### src/rtl/tcm_pkg.sv
// Shared encodings for the tightly-coupled memory controller.
package tcm_pkg;

  // Request access size.
  localparam logic [1:0] SZ_BYTE = 2'b00;
  localparam logic [1:0] SZ_HALF = 2'b01;
  localparam logic [1:0] SZ_WORD = 2'b10;
  localparam logic [1:0] SZ_ILL  = 2'b11;

  // Controller state encoding.
  typedef logic [1:0] tcm_state_t;
  localparam tcm_state_t ST_IDLE = 2'd0;
  localparam tcm_state_t ST_RD   = 2'd1;
  localparam tcm_state_t ST_RSP  = 2'd2;

  // Byte-lane masks for lane 0; shifted by the byte offset at use.
  localparam logic [3:0] WEM_BYTE = 4'b0001;
  localparam logic [3:0] WEM_HALF = 4'b0011;
  localparam logic [3:0] WEM_WORD = 4'b1111;

  function automatic logic [3:0] base_mask(input logic [1:0] size);
    case (size)
      SZ_BYTE: return WEM_BYTE;
      SZ_HALF: return WEM_HALF;
      default: return WEM_WORD;
    endcase
  endfunction

endpackage

### src/rtl/tcm_ld_align.sv
// Load data alignment: picks the addressed lane(s) out of a RAM word and
// sign- or zero-extends to 32 bits. Purely combinational.
module tcm_ld_align
  import tcm_pkg::*;
(
  input  logic [31:0] word,
  input  logic [1:0]  offset,
  input  logic [1:0]  size,
  input  logic        is_unsigned,
  output logic [31:0] result
);

  logic [31:0] shifted;

  // Right-justify the addressed bytes, then extend to the full width.
  always_comb begin
    shifted = word >> {offset, 3'b000};
    case (size)
      SZ_BYTE: result = {{24{~is_unsigned & shifted[7]}},  shifted[7:0]};
      SZ_HALF: result = {{16{~is_unsigned & shifted[15]}}, shifted[15:0]};
      default: result = shifted;
    endcase
  end

endmodule

### src/rtl/tcm_ctrl.sv
// Single-outstanding request controller in front of a synchronous
// word-wide RAM with byte write enables.
// Optional macro TCM_CTRL_MISALIGN_CHK_EN: when defined, misaligned
// half/word accesses and the illegal size code return an error response
// instead of touching the RAM.
//
// state    | meaning
// ---------+-----------------------------------------------------
// ST_IDLE  | no request outstanding, ready for a new one
// ST_RD    | load accepted, RAM read data arrives this cycle
// ST_RSP   | response presented, waiting for rsp_ready
module tcm_ctrl
  import tcm_pkg::*;
#(
  parameter int DP     = 512,
  parameter int AW     = 32,
  parameter int RAM_AW = $clog2(DP)
) (
  input  logic              clk,
  input  logic              rst_n,
  input  logic              req_valid,
  output logic              req_ready,
  input  logic [AW-1:0]     req_addr,
  input  logic              req_we,
  input  logic [1:0]        req_size,
  input  logic              req_unsigned,
  input  logic [31:0]       req_wdata,
  output logic              rsp_valid,
  input  logic              rsp_ready,
  output logic [31:0]       rsp_rdata,
  output logic              rsp_err,
  output logic [RAM_AW-1:0] ram_addr,
  output logic [31:0]       ram_din,
  output logic              ram_we,
  output logic [3:0]        ram_wem,
  input  logic [31:0]       ram_dout
);

  tcm_state_t        state_q;
  logic [RAM_AW-1:0] addr_q;
  logic [1:0]        off_q;
  logic [1:0]        size_q;
  logic              uns_q;
  logic [31:0]       rdata_q;
  logic              err_q;

  logic              fire;
  logic              req_err;
  logic [1:0]        size_eff;
  logic [1:0]        off_eff;
  logic [31:0]       ld_result;

  // Upper address bits alias onto the RAM (wrap modulo depth).
  logic unused_addr_bits;
  assign unused_addr_bits = ^req_addr[AW-1:RAM_AW+2];

`ifdef TCM_CTRL_MISALIGN_CHK_EN
  assign req_err = (req_size == SZ_ILL)
                 || ((req_size == SZ_HALF) && req_addr[0])
                 || ((req_size == SZ_WORD) && (req_addr[1:0] != 2'b00));
`else
  assign req_err = 1'b0;
`endif

  assign req_ready = rst_n && ((state_q == ST_IDLE) || ((state_q == ST_RSP) && rsp_ready));
  assign fire      = req_valid && req_ready;

  assign rsp_valid = (state_q == ST_RSP);
  assign rsp_rdata = rdata_q;
  assign rsp_err   = err_q;

  // Normalise size/offset: illegal size acts as word, sub-lane bits that
  // cannot matter for the size are dropped.
  always_comb begin
    size_eff = (req_size == SZ_ILL) ? SZ_WORD : req_size;
    case (size_eff)
      SZ_BYTE: off_eff = req_addr[1:0];
      SZ_HALF: off_eff = {req_addr[1], 1'b0};
      default: off_eff = 2'b00;
    endcase
  end

  // RAM port: address is live on fire and held otherwise so the RAM's
  // registered read stays pointed at the accepted word.
  always_comb begin
    ram_addr = fire ? req_addr[RAM_AW+1:2] : addr_q;
    ram_we   = fire && req_we && !req_err;
    ram_wem  = base_mask(size_eff) << off_eff;
    case (size_eff)
      SZ_BYTE: ram_din = {4{req_wdata[7:0]}};
      SZ_HALF: ram_din = {2{req_wdata[15:0]}};
      default: ram_din = req_wdata;
    endcase
  end

  tcm_ld_align u_ld_align (
    .word        (ram_dout),
    .offset      (off_q),
    .size        (size_q),
    .is_unsigned (uns_q),
    .result      (ld_result)
  );

  // Request/response sequencing and response registers.
  always_ff @(posedge clk or negedge rst_n) begin
    if (!rst_n) begin
      state_q <= ST_IDLE;
      addr_q  <= '0;
      off_q   <= 2'b00;
      size_q  <= SZ_BYTE;
      uns_q   <= 1'b0;
      rdata_q <= '0;
      err_q   <= 1'b0;
    end else begin
      case (state_q)
        ST_IDLE, ST_RSP: begin
          if (fire) begin
            addr_q <= req_addr[RAM_AW+1:2];
            if (req_err || req_we) begin
              state_q <= ST_RSP;
              rdata_q <= '0;
              err_q   <= req_err;
            end else begin
              state_q <= ST_RD;
              off_q   <= off_eff;
              size_q  <= size_eff;
              uns_q   <= req_unsigned;
            end
          end else if (state_q == ST_RSP && rsp_ready) begin
            state_q <= ST_IDLE;
          end
        end
        ST_RD: begin
          rdata_q <= ld_result;
          err_q   <= 1'b0;
          state_q <= ST_RSP;
        end
        default: state_q <= ST_IDLE;
      endcase
    end
  end

endmodule

### config.mk
export PLATFORM = sky130hd
export DESIGN_NAME = tcm_ctrl
export DESIGN_NICKNAME = d
export VERILOG_FILES = /design/src/rtl/tcm_pkg.sv /design/src/rtl/tcm_ld_align.sv /design/src/rtl/tcm_ctrl.sv
export SDC_FILE = /design/constraint.sdc
export NUM_CORES = 1
export LEC_CHECK = 0
export CAP_MARGIN = 5
export CORE_ASPECT_RATIO = 1.25
export CORE_UTILIZATION = 30
export DETAILED_ROUTE_END_ITERATION = 7
export PLACE_DENSITY = 0.67
export SETUP_SLACK_MARGIN = 0.5
export SLEW_MARGIN = 15
export SYNTH_ARGS = -nofsm -noshare
export SYNTH_HDL_FRONTEND = slang
export SYNTH_SLANG_ARGS = --single-unit
### constraint.sdc
create_clock -name clk -period 1.87 [get_ports clk]
set_input_delay 0.374 -clock clk [delete_from_list [all_inputs] [get_ports clk]]
set_output_delay 0.374 -clock clk [all_outputs]
set_load 0.005 [all_outputs]
Yosys cells after proc, flatten, opt, wreduce, memory -nomap -nowiden
Cells that the tools add are included.
W data, S select, Z words.
- flip-flop bits (word level): 49
- latch bits: 0
- RAM bits: 0
- memory bits (read-only): 0
- output and inout bits: 81
- memories kept: 0
- add/sub/neg operators: 0
- $mul: 0
- divide/modulo/power cells: 0
- order comparisons: 0
- equal/unequal tests: 8
- shift-type cells: 2
- mux-type cells: 16
- bitwise logic cells: 4
- reductions and logical operators: 12
- operators with widths (cell ; number):
    $pmux W32 S2 ; 3
    $mux W32 ; 2
    $shr A32 B5 Y32 ; 1
    $mux W9 ; 1
    $mux W2 ; 4
    $pmux W2 S2 ; 2
    $pmux W4 S2 ; 1
    $eq A2 B1 Y1 const B ; 3
    $logic_not A2 Y1 ; 3
    $reduce_and A3 Y1 ; 2
    $eq A2 B2 Y1 const B ; 2
    $logic_and A1 B1 Y1 ; 4
    $ne A2 B2 Y1 const B ; 2
    $shl A4 B2 Y4 ; 1
    $ne A3 B3 Y1 const B ; 1
    $and A1 B1 Y1 ; 2
    $mux W1 ; 2
    $not A1 Y1 ; 2
    $pmux W1 S2 ; 1
    $reduce_bool A2 Y1 ; 1
    $reduce_or A2 Y1 ; 1
    $logic_or A1 B1 Y1 ; 1

Longest topological paths before layout
- word-level depth: 7
- mapped depth: 7

By module
A second synthesis with hierarchy kept.
- cells, all modules: 294
- area, all modules: 3209.3 um2
- modules (own cells, without submodules) (module ; instances ; cells an instance ; area an instance (um2) ; seq. area each (um2)):
    tcm_ctrl ; 1 ; 191 ; 2441.1 ; 1201.2
    tcm_ld_align ; 1 ; 103 ; 768.2 ; 0.0

Worst setup path after synthesis
OpenSTA, ideal clock, no wires.
- kind: register -> output
- from: register state_q[1]
- to: output port ram_addr[0]
- data arrival time: 1.417 ns
- slack: 0.079 ns
- cell stages (with the launch flop): 6
- path buffers: 2
- cell sequence: dfrtp_1 > nor2b_1 > nand4bb_1 > clkbuf_1 > buf_2 > mux2_2
- longest elaborated chain between the ends: 6
- elaborated cells between the ends (all ways): 7
- those cells by class: 1 x eq/ne; 1 x mux; 5 x reduce/logical
- RTL lines (what ; line ; text):
    from (decl) ; tcm_ctrl.sv:39 ; tcm_state_t state_q;
    from (signal assigned) ; tcm_ctrl.sv:107 ; state_q <= ST_IDLE;
    from (signal assigned) ; tcm_ctrl.sv:120 ; state_q <= ST_RSP;
    from (signal assigned) ; tcm_ctrl.sv:124 ; state_q <= ST_RD;
    $eq A2 B2 Y1 ; tcm_ctrl.sv:65 ; assign req_ready = rst_n && ((state_q == ST_IDLE) || ((state_q == ST_RSP) && rsp_ready));
    $logic_and A1 B1 Y1 ; tcm_ctrl.sv:65 ;
    $logic_or A1 B1 Y1 (*) ; tcm_ctrl.sv:65 ;
    $logic_and A1 B1 Y1 (*) ; tcm_ctrl.sv:65 ;
    $logic_and A1 B1 Y1 (*) ; tcm_ctrl.sv:66 ; assign fire = req_valid && req_ready;
    $mux W9 (*) ; n/a ;
    to (decl) ; tcm_ctrl.sv:32 ; output logic [RAM_AW-1:0] ram_addr,
Every way passes the cells marked *; elsewhere a longest branch is shown, timed or not.

Worst setup path after layout
- from: register state_q[1]
- to: output port ram_addr[7]
The elaborated chain is that of the path after synthesis.

==> impl_metrics.yaml <==
run_status:
  status: "finished with violations"
  violations: "negative setup slack"
logic_synthesis:
  synth_area_um2: 2988
  synthArstFlopShare_pct: 100.0
  synth.ff_latch_count: 48
  syn_inst: 273
  synth_area_leaders: "dfrtp_1 (40%), mux2_2 (17%), mux2i_1 (8.4%)"
  synth_fa_ha_area_share_pct: 0
  synth.most_common_cell: "dfrtp_1"
  synth-simple-area-share_pct: 8.124
  muxShareOfSynthArea_pct: 26.47
  synth_warnings: 0
  ys.flop_type: "dfrtp_1"
  yosysTopAreaCellShare_pct: 40.20
  yosys.area_share.xor_xnor_pct: 0
  ys_seq_area_share_pct: 40.20
  synth_nets: 377
  synth_compound_area_share_pct: 18.38
  synth_edf_count: 0
  synth_commonest_cells: "dfrtp_1 (48), mux2_2 (44), o21ai_0 (26)"
  yosysTopAreaCell: "dfrtp_1"
  synth_top_family_by_area: "multiplexers"
  ys_types: 32
  syn_avg_cell_area_um2: 10.94
clocking:
  clk_pin_slew_ns: 0.06
  cts-root-buf: "clkbuf_16"
  tritoncts: "done"
  h-tree-depth: 2
  clk_latency_ns: 0.29
  clk_path_buf_depth: 2
  clock-sinks: 48
  cts_inserted_buffers: 5
  ctsHoldBuffers: 0
cells_and_area:
  final_nets: 600
  final_util_pct: 60.22
  antenna_cells: 0
  drive_above_1_share_pct: 45.27
  area_growth_syn_to_layout_pct: 94.68
  fin_area_um2: 5817
  final-instance-count-excl-fill: 623
  fill_cells: 768
floorplanning:
  num_rows: 40
  core_area_um2: 9659
  initial_utilization_pct: 30.93
  dieArea_um2: 10360
  ios: 185
  die_y_um: 113.6
  die_w_um: 91.26
grt:
  antenna_found_initial: 0
  grt_first_pass_wirelength_um: 16400
  grtUsageTotal_pct: 20.13
  grt-ovfl-total: 0
  grt_max_degree: 32
  grt_pass1_vias: 3239
route:
  wl_um: 10680
  dr.pass1.iters: 6
  routedWlPerCell_um: 17.14
  viasPerCell: 4.981
  drc: 0
  drt-initial-drc-count: 78
  vias: 3103
  ant_nets: 0
worst_hold_path:
  worstHoldPathType: "primary input to asynchronous set/reset pin"
flow_run:
  maxCapViolCount: 0
critical_path:
  cp-end-kind: "primary output"
  rr_worst_depth: 9
  crit_type: "flip-flop to primary output"
  cp_max_fo: 5
  r2r-start: "state_q[1]$_DFFE_PN0P_"
  max_stage_delay_ns: 0.38
  r2r-end: "uns_q$_DFFE_PN0P_"
  start_kind: "flip-flop"
  rrSetupSlack_ns: -0.11
  slowest_stage: "dfrtp_1"
  path_cells: "nor2b_4, nand4bb_4, buf_12, buf_8, mux2_4, buf_6"
  required_ns: 1.50
  worst_ep_arrival_time_ns: 1.76
placed_design:
  numPortBuffers: 162
  placed_cell_area_um2: 5041
  gp_congestion: 0.8391
  dpl.hpwl_um: 7687
  place_inst: 568
power_and_ir_drop:
  vdd_drop_max_v: 0.0003639
  fin_total_pwr_mw: 4.255
  p_leak_nw: 2.807
  power_density_nw_per_um2: 731.4
timing:
  setup_viol: 46
  fmax_mhz: 469.5
  skew_ns: 0.007336
  slew_viol_final: 0
  maxSlewHeadroom_pct: 54.17
  tns_ns: -3.115
  rsz0062_at_grt: "true"
  period_share_pct: 113.9
  finalHoldViolCount: 0
  fin_ws_ns: -0.2597
  worst_pin_slew_ns: 0.6874
  period_minus_slack_ns: 2.130
-- per-layer routing --
metal  vias to the layer above  wire (um)  GRT usage [%]
met5                         -          0              0
met3                        11        888          5.667
met1                      1471       3886          21.48
met4                         0        116          4.762
li1                       1464          -              -
met2                       157       5791          38.89
-- how the worst max path moves through the flow --
stage	start	to	slack, ns
after detailed placement	rsp_ready	ram_addr[3]	-0.63
after floorplan	off_q[1]$_DFFE_PN0P_	rsp_rdata[22]$_DFFE_PN0P_	0.16
after global placement	rsp_ready	ram_addr[1]	-0.62
after CTS	state_q[1]$_DFFE_PN0P_	ram_addr[5]	-0.35
after global routing	state_q[1]$_DFFE_PN0P_	ram_addr[7]	-0.31
final	state_q[1]$_DFFE_PN0P_	ram_addr[7]	-0.26
-- placed cells by master (no fill, tap or decap), types with 7 or more instances in the layout --
master | synthesis | layout
dlygate4sd2_1 | 0 | 67
buf_6 | 2 | 56
dfrtp_1 | 48 | 48
clkdlybuf4s50_1 | 0 | 43
buf_4 | 9 | 43
mux2_4 | 0 | 31
mux2i_1 | 25 | 22
buf_2 | 10 | 17
o21ai_0 | 26 | 16
a221o_1 | 16 | 16
nand2_1 | 16 | 13
mux2_2 | 44 | 13
nand3b_1 | 9 | 9
a22o_1 | 8 | 8
buf_8 | 0 | 8
o21ai_2 | 0 | 7
a21oi_1 | 8 | 7
-- layout make-up --
class / count / area, um^2 / share of cell area [%]
clock buffer: 7 / 142.6 / 2.452
clock inverter: 1 / 7.507 / 0.1291
inverter: 4 / 15.01 / 0.2581
multi-input combinational: 188 / 1894 / 32.57
sequential: 48 / 1201 / 20.65
tap: 126 / 157.7 / 2.710
timing repair buffer: 249 / 2399 / 41.23
-- through the flow --
stage,hold WS (ns),setup WS [ns]
3_5_place_dp,0.3941,-0.6346
2_1_floorplan,0.07841,0.1631
3_3_place_gp,0.3855,-0.6226
5_1_grt,0.1512,-0.3082
4_1_cts,0.1220,-0.3525
6_report,0.1306,-0.2597
-- kinds of logic after synthesis --
kind of cell | Yosys count
other | 1
AND/OR/NAND/NOR | 41
AO/OA/AOI/OAI | 75
buffers and inverters | 37
multiplexers | 71
flip-flops | 48
-- sequential cells by signal, summed over array words and instances (netlist names) --
name	cells
uns_q	1
addr_q	9
off_q	2
rsp_rdata	32
size_q	2
state_q	2
-- critical path: cells and delay by family, from the launching register on --
family | cells | cell delay (ns)
and+or+nand+nor | 2 | 0.37
buffers and inverters | 3 | 0.42
DFF | 1 | 0.38
muxes | 1 | 0.29
-- power breakdown --
group | leakage, nW | switching (mW) | internal [mW]
registers | 0.623 | 0.163 | 1.28
logic | 2.11 | 0.699 | 1.20
clock network | 0.0701 | 0.380 | 0.533
total | 2.81 | 1.24 | 3.01
-- repair_timing --
item / in CTS / in global routing
resized for setup: 356 / 46
pin swaps: 11 / 10
setup endpoints to repair: 128 / 85
cloned: 2 / 0
hold endpoints to repair: 0 / 0
buffers inserted: 32 / 13
Power figures use the tool's default switching activity.
